$ cat src/rtl/serial_adder.sv
// Bit-serial adder: one bit per cycle LSB first, result valid WIDTH cycles after start, held until ack.
// Optional subtraction mode (in_sub port) is enabled by defining SERIAL_ADDER_SUB_EN.
module serial_adder #(
  parameter int WIDTH = 8
) (
  input  logic             in_clk,
  input  logic             in_rst,
  input  logic             in_start,
  input  logic [WIDTH-1:0] in_operand1,
  input  logic [WIDTH-1:0] in_operand2,
  input  logic             in_carry,
`ifdef SERIAL_ADDER_SUB_EN
  input  logic             in_sub,
`endif
  input  logic             in_sum_ack,
  output logic             out_ready,
  output logic             out_valid,
  output logic [WIDTH-1:0] out_sum,
  output logic             out_carry
);

  localparam int CW = (WIDTH > 1) ? $clog2(WIDTH) : 1;

  typedef enum logic [1:0] {IDLE, RUN, DONE} state_t;

  state_t           state, state_nxt;
  logic [WIDTH-1:0] a, b, sum, sum_shift, b_load;
  logic             c, c_load, s_bit, c_nxt, last_bit;
  logic [CW-1:0]    cnt;

  always_comb begin
    b_load = in_operand2;
    c_load = in_carry;
`ifdef SERIAL_ADDER_SUB_EN
    if (in_sub) begin
      b_load = ~in_operand2;
      c_load = 1'b1;
    end
`endif
  end

  assign s_bit    = a[0] ^ b[0] ^ c;
  assign c_nxt    = (a[0] & b[0]) | ((a[0] ^ b[0]) & c);
  assign last_bit = (cnt == CW'(WIDTH - 1));

  // The new sum bit enters at the MSB; a 1-bit sum register is just the bit itself.
  generate
    if (WIDTH == 1) begin : g_w1
      assign sum_shift = s_bit;
    end else begin : g_wn
      assign sum_shift = {s_bit, sum[WIDTH-1:1]};
    end
  endgenerate

  always_comb begin
    state_nxt = state;
    case (state)
      IDLE:    if (in_start) state_nxt = RUN;
      RUN:     if (last_bit) state_nxt = DONE;
      DONE:    if (in_sum_ack) state_nxt = IDLE;
      default: state_nxt = IDLE;
    endcase
  end

  always_ff @(posedge in_clk) begin
    if (in_rst) begin
      state <= IDLE;
      a     <= '0;
      b     <= '0;
      c     <= 1'b0;
      cnt   <= '0;
      sum   <= '0;
    end else begin
      state <= state_nxt;
      case (state)
        IDLE: if (in_start) begin
          a   <= in_operand1;
          b   <= b_load;
          c   <= c_load;
          cnt <= '0;
        end
        RUN: begin
          a   <= a >> 1;
          b   <= b >> 1;
          c   <= c_nxt;
          sum <= sum_shift;
          cnt <= cnt + CW'(1);
        end
        default: ;
      endcase
    end
  end

  assign out_ready = (state == IDLE);
  assign out_valid = (state == DONE);
  assign out_sum   = sum;
  assign out_carry = c;

endmodule

$ cat config.mk
export PLATFORM = sky130hd
export DESIGN_NAME = serial_adder
export DESIGN_NICKNAME = d
export VERILOG_FILES = /design/src/rtl/serial_adder.sv
export SDC_FILE = /design/constraint.sdc
export NUM_CORES = 1
export LEC_CHECK = 0
export CAP_MARGIN = 5
export CORE_AREA = 2 2 40 78
export DETAILED_ROUTE_END_ITERATION = 10
export DIE_AREA = 0 0 42 80
export PLACE_DENSITY = 0.74
export SYNTH_ARGS = -nofsm -noshare
export SYNTH_HDL_FRONTEND = slang
export SYNTH_SLANG_ARGS = --single-unit
$ cat constraint.sdc
create_clock -name in_clk -period 1.5 [get_ports in_clk]
set_input_delay 0.225 -clock in_clk [delete_from_list [all_inputs] [get_ports in_clk]]
set_output_delay 0.225 -clock in_clk [all_outputs]
set_load 0.02 [all_outputs]
---- After elaboration in Yosys (flattened, before gate mapping) ----
Cells that the tools add are included.
word-level totals
  register bits ........................... 30
  memories kept ........................... 0
  bits in writable memories ............... 0
  memory bits (read-only) ................. 0
  word-level logic and storage cells ...... 34
  output and inout port bits .............. 11
  bits of input ports ..................... 21
  latch bits .............................. 0
operators by class
  shift-type cells ........................ 0
  add/subtract/negate cells ............... 1
  bitwise gates (word level) .............. 5
  div/mod/pow operators ................... 0
  multiplexer cells ....................... 12
  order comparisons ....................... 0
  equality and inequality tests ........... 6
  reduce and logical (&&, ||, !) cells .... 4
  $mul .................................... 0
operator list
  cell                                                             count
  8-bit one-hot mux with 2 select lines                            2
  8-bit two-way mux                                                2
  2-bit two-way mux                                                3
  2-bit inequality test, second input constant                     3
  2-bit one-hot mux with 3 select lines                            1
  3-bit one-hot mux with 2 select lines                            1
  3-bit by 1-bit adder with 3-bit output, second input constant    1
  3-bit == test, second input constant                             1
  3-bit two-way mux                                                1
  3-bit AND reduction                                              1
  1-bit bitwise AND                                                2
  2-bit by 1-bit == test with 1-bit output, second input constant  1
  2-bit == test, second input constant                             1
  2-bit zero test                                                  1
  1-bit one-hot mux with 2 select lines                            1
  2-bit AND reduction                                              1
  2-bit nonzero test                                               1
  1-bit XOR                                                        2
  1-bit two-way mux                                                1
  1-bit bitwise OR                                                 1

---- Longest topological paths before layout ----
Gate-level depths: netlist of run 1.
  depth after elaboration ................. 4
  gate-level depth with buffers ........... 5

---- Worst setup path before layout of run 1 ----
OpenSTA, ideal clock, no wires.
  path kind ............................... register to register
  start ................................... register state[0]
  end ..................................... register a[0]
  library setup time ...................... 0.134 ns
  arrival ................................. 1.033 ns
  setup slack ............................. 0.334 ns
  cell stages (with the launch flop) ...... 6
  cells stage by stage .................... dfxtp_1 > or3b_1 > buf_2 > buf_6 > nor2_1 > nor4_1
on the way
  word-level cells in the longest chain between the ends .. 3
  elaborated cells between the ends (all ways) .. 6
RTL lines
  what                                                                          RTL line  text
  start: declaration                                                            26        state_t state, state_nxt;
  start signal: assignment                                                      74        state <= state_nxt;
  2-bit by 1-bit == test with 1-bit output or 2-bit zero test (tied branches)   75        case (state)
  2-bit nonzero test (no source line) or 2-bit inequality test (tied branches)  -
  2-bit AND reduction (no source line)                                          -
  end signal: assignment                                                        77        a <= in_operand1;
  end signal: assignment                                                        83        a <= a >> 1;
  end: declaration                                                              27        logic [WIDTH-1:0] a, b, sum, sum_shift, b_load;
Parallel ways exist; a longest one is shown, timed or not.
A chain may end at the register's enable or synchronous reset.

---- Worst setup path in the final report of run 1 ----
  start ................................... register sum[2], in the netlist out_sum[2]
  end ..................................... output port out_sum[2]
RTL lines
  what                      RTL line  text
  start: declaration        27
  start signal: assignment  86        sum <= sum_shift;
  end: declaration          18        output logic [WIDTH-1:0] out_sum,
No word-level cell between the ends.

==> results of run 1 <==
-- through the flow --
stage | worst slack (ns) | util, % | setup TNS (ns) | cell area (sq um)
finish | 0.0402 | 62.1 | 0 | 1700
global route | 0.00200 | 62.1 | 0 | 1700
CTS | 0.00550 | 61.6 | 0 | 1690
detailed placement | -0.0237 | 58.3 | -0.202 | 1600
global placement | -0.00996 | 58.3 | -0.0182 | 1600
floorplan | 0.334 | - | 0 | 1250
-- metal layers --
layer	part of all wire, %	vias up	GRT usage, %	routed length (microns)
met4	4.6	0	11.9	125
met1	39	540	18.1	1060
met5	0	-	0	0
li1	-	583	-	-
met3	5.0	11	5.66	137
met2	52	34	31.3	1410
-- power breakdown --
part | internal (uW) | switching [uW] | total, uW
logic | 126 | 120 | 246
registers | 846 | 30.4 | 876
clock network | 369 | 283 | 652
-- state kept, by name (all words and copies together) (netlist names) --
signal     cells
b              8
out_sum        8
out_carry      1
a              8
cnt            3
state          2
-- cells in the final DEF, fill, tap and decap left out --
cell / netlist / layout
a21oi_1: 10 / 10
nand2b_2: 1 / 1
mux2i_1: 2 / 2
clkbuf_1: 3 / 1
or3b_1: 1 / 1
buf_4: 2 / 7
ha_1: 2 / 2
o21ba_2: 1 / 1
nand3b_1: 2 / 2
dlymetal6s2s_1: 0 / 5
buf_12: 0 / 1
clkdlybuf4s15_1: 0 / 1
nor3_1: 1 / 1
nor2b_1: 3 / 3
nor2_1: 50 / 50
nor2_2: 1 / 1
dfxtp_1: 30 / 30
o21bai_1: 1 / 1
o21ai_0: 2 / 2
dlygate4sd2_1: 0 / 1
a22oi_1: 3 / 3
clkbuf_8: 0 / 6
fa_1: 1 / 1
clkdlybuf4s50_1: 0 / 24
nand2_1: 16 / 16
nor4_1: 15 / 15
inv_1: 2 / 2
clkinv_2: 0 / 1
-- cell type report --
| cell class | instances | area, sq um | share of cell area [%] |
|---|---|---|---|
| sequential | 30 | 601 | 35.3 |
| timing repair buffer | 39 | 394 | 23.2 |
| inverter | 2 | 7.51 | 0.442 |
| multi-input combinational | 112 | 569 | 33.5 |
| clock buffer | 7 | 86.3 | 5.08 |
| tap | 29 | 36.3 | 2.14 |
| clock inverter | 1 | 5.00 | 0.295 |
-- worst max-delay path by stage --
| stage | startpoint | endpoint | slack, ns | cells past startpoint |
|---|---|---|---|---|
| floorplan | state[0] | a[0] | 0.33 | 5 |
| global placement | in_start | a[0] | -0.01 | 5 |
| detailed placement | in_start | a[3] | -0.02 | 5 |
| CTS | out_sum[7] | out_sum[7] | 0.005 | 1 |
| global route | out_sum[3] | out_sum[3] | 0.002 | 1 |
| finish | out_sum[2] | out_sum[2] | 0.04 | 1 |
-- cell families (layout without fill, tap and decap cells) --
logic type	count (synthesis)	in the layout	share of synthesized area [%]
flip-flops	30	30	48.2
adder cells (fa/ha/maj)	3	3	3.61
buffers and inverters	13	49	6.12
multiplexers	2	2	1.61
AO/OA/AOI/OAI	17	17	8.03
AND/OR/NAND/NOR	90	90	32.4
-- Yosys cell counts (2+ instances only) --
cell      instances
nor2b_1           3
nand2_1          16
dfxtp_1          30
buf_6             2
o21ai_0           2
mux2i_1           2
inv_1             2
a22oi_1           3
clkbuf_1          3
ha_1              2
nor4_1           15
nand3b_1          2
a21oi_1          10
buf_4             2
nor2_1           50
buf_2             3
-- tightest hold or removal path: cells and delay by family, from the launching register on --
| kind | cells | cell delay, ns |
|---|---|---|
| and+or+nand+nor | 1 | 0.05 |
| DFF | 1 | 0.31 |
| AOI/OAI and AO/OA | 1 | 0.05 |
==> impl_metrics.tcl, run 1 <==
set metrics [dict create \
    outcome "finished, final reports clean" \
    r2r-end "a[4]" \
    core_sq_um 2740 \
    final_cells 220 \
    rows 27 \
    maxSlewHeadroom_pct 70.6 \
    grt_pass1_wl_mm 4.60 \
    final_nets 214 \
    crit_path_start_kind "flip-flop" \
    start_util_pct 45.5 \
    grtUsageTotal_pct 18.1 \
    period_needed_ns 1.46 \
    finalHoldViolations 0 \
    cts_setup_buffers 0 \
    rr_worst_depth 5 \
    cts_tree "built" \
    synth_fp_nets 179 \
    vias 1168 \
    hold_path_end "out_sum[0]" \
    design.die.area_sq_um 3360 \
    grt_max_degree 24 \
    routedWlPerCell_microns 12.4 \
    drive_above_1_share_pct 9.42 \
    worstPathCellList "clkdlybuf4s50_1" \
    worst_hold_startpoint "out_sum[0]" \
    synth_area_leader_cell "dfxtp_1" \
    antenna_cells 0 \
    yosysWarnings 0 \
    dr.pass1.iters 4 \
    cpMaxStageDelayCell "clkdlybuf4s50_1" \
    syn2layout_area_growth_pct 36.3 \
    clkSinkCount 30 \
    drtIter0Drc 15 \
    cap_violations 0 \
    syn_area_per_cell_sq_um 8.04 \
    ant_nets 0 \
    cts_buffers 5 \
    p_leak_uw 0.000771 \
    ys_ff_latch 30 \
    cts_root_buffer "clkbuf_8" \
    viasPerCell 5.31 \
    holdCritPathClass "flip-flop to flip-flop" \
    cp_num_buf_inv 1 \
    dp.cells 212 \
    drt-total-wl_mm 2.73 \
    fmax_mhz 685 \
    syn_inst 155 \
    synth_area_sq_um 1250 \
    hold_buffers 0 \
    p_total_uw 1770 \
    cp.required_ns 1.27 \
    rsz0062_at_grt "false" \
    ys.flop_type "dfxtp_1" \
    holdWs_ns 0.462 \
    tightest_slew_ns 0.441 \
    fin_crit_sh_pct 97.3 \
    io_buffer_count 31 \
    async_flop_share_pct 0 \
    die_h_microns 80 \
    finalMaxSlewViolations 0 \
    grt_antenna_before_repair 0 \
    htreeDepth 2 \
    place_congestion 0.790 \
    critical-path-top-delay-family "buffers and inverters" \
    crit_fanout 3 \
    clk_latency_ns 0.28 \
    end_kind "output port" \
    setup-violations-final 0 \
    synth_seq_area_share_pct 48.2 \
    post_cts_resized 2 \
    hold_path_depth 2 \
    r2r_slack_ns 0.14 \
    ir_drop_uv 778 \
    fillCellCount 263 \
    yosys-top-cells-area "dfxtp_1 48%, nor2_1 15%, nor4_1 7.5%" \
    powerDensity_nw_per_um2 1040 \
    synth-edff-count 0 \
    ios 32 \
    die_x_microns 42 \
    max_stage_delay_ns 0.61 \
    crit_type "flip-flop to output port" \
    drc_errors 0 \
    worstPathArrival_ns 1.23 \
    fin_worst_skew_ns 0.00451 \
    grt_pass1_vias 1077 \
    clk_pin_slew_ns 0.06 \
    synthDistinctLibCells 24 \
    place_hpwl_mm 1.96 \
    grt-ovfl-total 0 \
    clk_path_buf_depth 2 \
    rr_startpoint "state[0]" \
    synth_top_area_share_pct 48.2 \
]
Power figures use the tool's default switching activity.
==> inputs of run 2 (changes only) <==
- CAP_MARGIN: 5 -> not set
- MAX_ROUTING_LAYER: not set -> met4
==> run 2 against run 1 <==
Routed wire length up 0.22%. Clock power about the same. Sequential share of layout area unchanged. Critical path depth unchanged. Flip-flop and latch count unchanged. Combinational power about the same. Total power about the same. Fmax about the same. Sequential power about the same. Hold slack about the same. First-iteration DRC count down 13%. Clock skew about the same.
==> impl_metrics.tcl, run 2 (same netlist as run 1, synthesis figures left out) <==
set metrics [dict create \
    grt-ovfl-total 0 \
    end_kind "output port" \
    vias 1162 \
    regArea_sq_um 601 \
    die_h_microns 80 \
    crit_start "out_sum[2]" \
    drc_errors 0 \
    start_util_pct 45.5 \
    ant_nets 0 \
    design.die.area_sq_um 3360 \
    rows 27 \
    finalMaxSlewViolations 0 \
    grtUsageTotal_pct 18.6 \
    syn2layout_area_growth_pct 36.3 \
    grt_antenna_before_repair 0 \
    hold_buffers 0 \
    ios 32 \
    crit_path_start_kind "flip-flop" \
    r2r-end "out_carry" \
    dr.pass1.iters 4 \
    rsz0062_at_grt "false" \
    ir_drop_uv 778 \
    viasPerCell 5.28 \
    multiInputGateArea_sq_um 569 \
    finalHoldViolations 0 \
    holdCritPathClass "flip-flop to flip-flop" \
    place_hpwl_mm 1.96 \
    cp.depth 1 \
    cpMaxStageDelayCell "clkdlybuf4s50_1" \
    powerDensity_nw_per_um2 1040 \
    rr_worst_depth 4 \
    p_total_uw 1770 \
    cp_num_buf_inv 1 \
    io_buffer_count 31 \
    routedWlPerCell_microns 12.4 \
    setup-violations-final 0 \
    fin_crit_sh_pct 97.3 \
    cp.required_ns 1.27 \
    critical-path-top-delay-family "buffers and inverters" \
    tightest_slew_ns 0.444 \
    core_sq_um 2740 \
    worstPathArrival_ns 1.24 \
    cts_root_buffer "clkbuf_8" \
    r2r_slack_ns 0.14 \
    clk_path_buf_depth 2 \
    grt_pass1_vias 1076 \
    outcome "finished, final reports clean" \
    clkSinkCount 30 \
    crit_type "flip-flop to output port" \
    fmax_mhz 685 \
    period_needed_ns 1.46 \
    critPathCapture "out_sum[2]" \
    fin_worst_skew_ns 0.00449 \
    cts_tree "built" \
    grt_max_degree 24 \
    cts_setup_buffers 0 \
    drtIter0Drc 13 \
    tns_ns 0 \
    htreeDepth 2 \
    cts_buffers 5 \
    die_x_microns 42 \
    layout_commonest_cell "nor2_1" \
    place_congestion 0.801 \
    drt-total-wl_mm 2.74 \
    final_nets 214 \
    clk_pin_slew_ns 0.06 \
    crit_fanout 3 \
    final_cell_mix "50 x nor2_1, 30 x dfxtp_1, 24 x clkdlybuf4s50_1" \
    cap_violations 0 \
    fillCellCount 263 \
    max_stage_delay_ns 0.61 \
    rr_startpoint "state[1]" \
    worstPathCellList "clkdlybuf4s50_1" \
    maxSlewHeadroom_pct 70.4 \
    grt_pass1_wl_mm 4.60 \
    clk_latency_ns 0.28 \
    antenna_cells 0 \
    p_leak_uw 0.000771 \
    drive_above_1_share_pct 9.42 \
]
[run 2: worst min path at each step]
stage	startpoint	to	slack (ns)	cells after the start
after floorplan	in_operand1[7]	a[7]	0.38	2
after global placement	out_sum[0]	out_sum[0]	0.44	2
after detailed placement	out_sum[0]	out_sum[0]	0.46	2
after CTS	out_sum[3]	out_sum[2]	0.47	2
after global routing	out_sum[1]	out_sum[0]	0.49	2
final	out_sum[0]	out_sum[0]	0.46	2
[run 2: repair_timing]
action	in CTS	in global routing
resized for setup	2	6
setup endpoints to repair	2	6
pin swaps	0	0
[run 2: per-stage QoR]
step / setup WS [ns] / instance area [sq um] / cells / hold WS (ns) / utilization, %
after detailed placement: -0.0237 / 1600 / 212 / 0.459 / 58.3
final: 0.0399 / 1700 / 220 / 0.462 / 62.1
after CTS: 0.00550 / 1690 / 220 / 0.470 / 61.6
after global routing: 0.00200 / 1700 / 220 / 0.490 / 62.1
after global placement: -0.00996 / 1600 / 212 / 0.444 / 58.3
after floorplan: 0.334 / 1250 / 155 / 0.385 / -
[run 2: routing by layer]
| metal | up-vias | routed length, microns | GRT usage, % |
|---|---|---|---|
| met5 | - | 0 | - |
| met4 | 0 | 127 | 11.9 |
| met3 | 11 | 128 | 5.66 |
| met2 | 32 | 1420 | 31.3 |
| met1 | 536 | 1060 | 18.1 |
| li1 | 583 | - | - |
[run 2: area by class of cell]
type	count	share of cell area, %
sequential	30	35.3
multi-input combinational	112	33.5
timing repair buffer	39	23.2
clock buffer	7	5.08
tap	29	2.14
inverter	2	0.442
clock inverter	1	0.295
[run 2: power breakdown]
group	leakage, uW	internal, uW	switching [uW]	total, uW
Sequential	0.000247	846	30.3	876
Combinational	0.000476	126	120	246
Clock	0.0000482	369	283	652
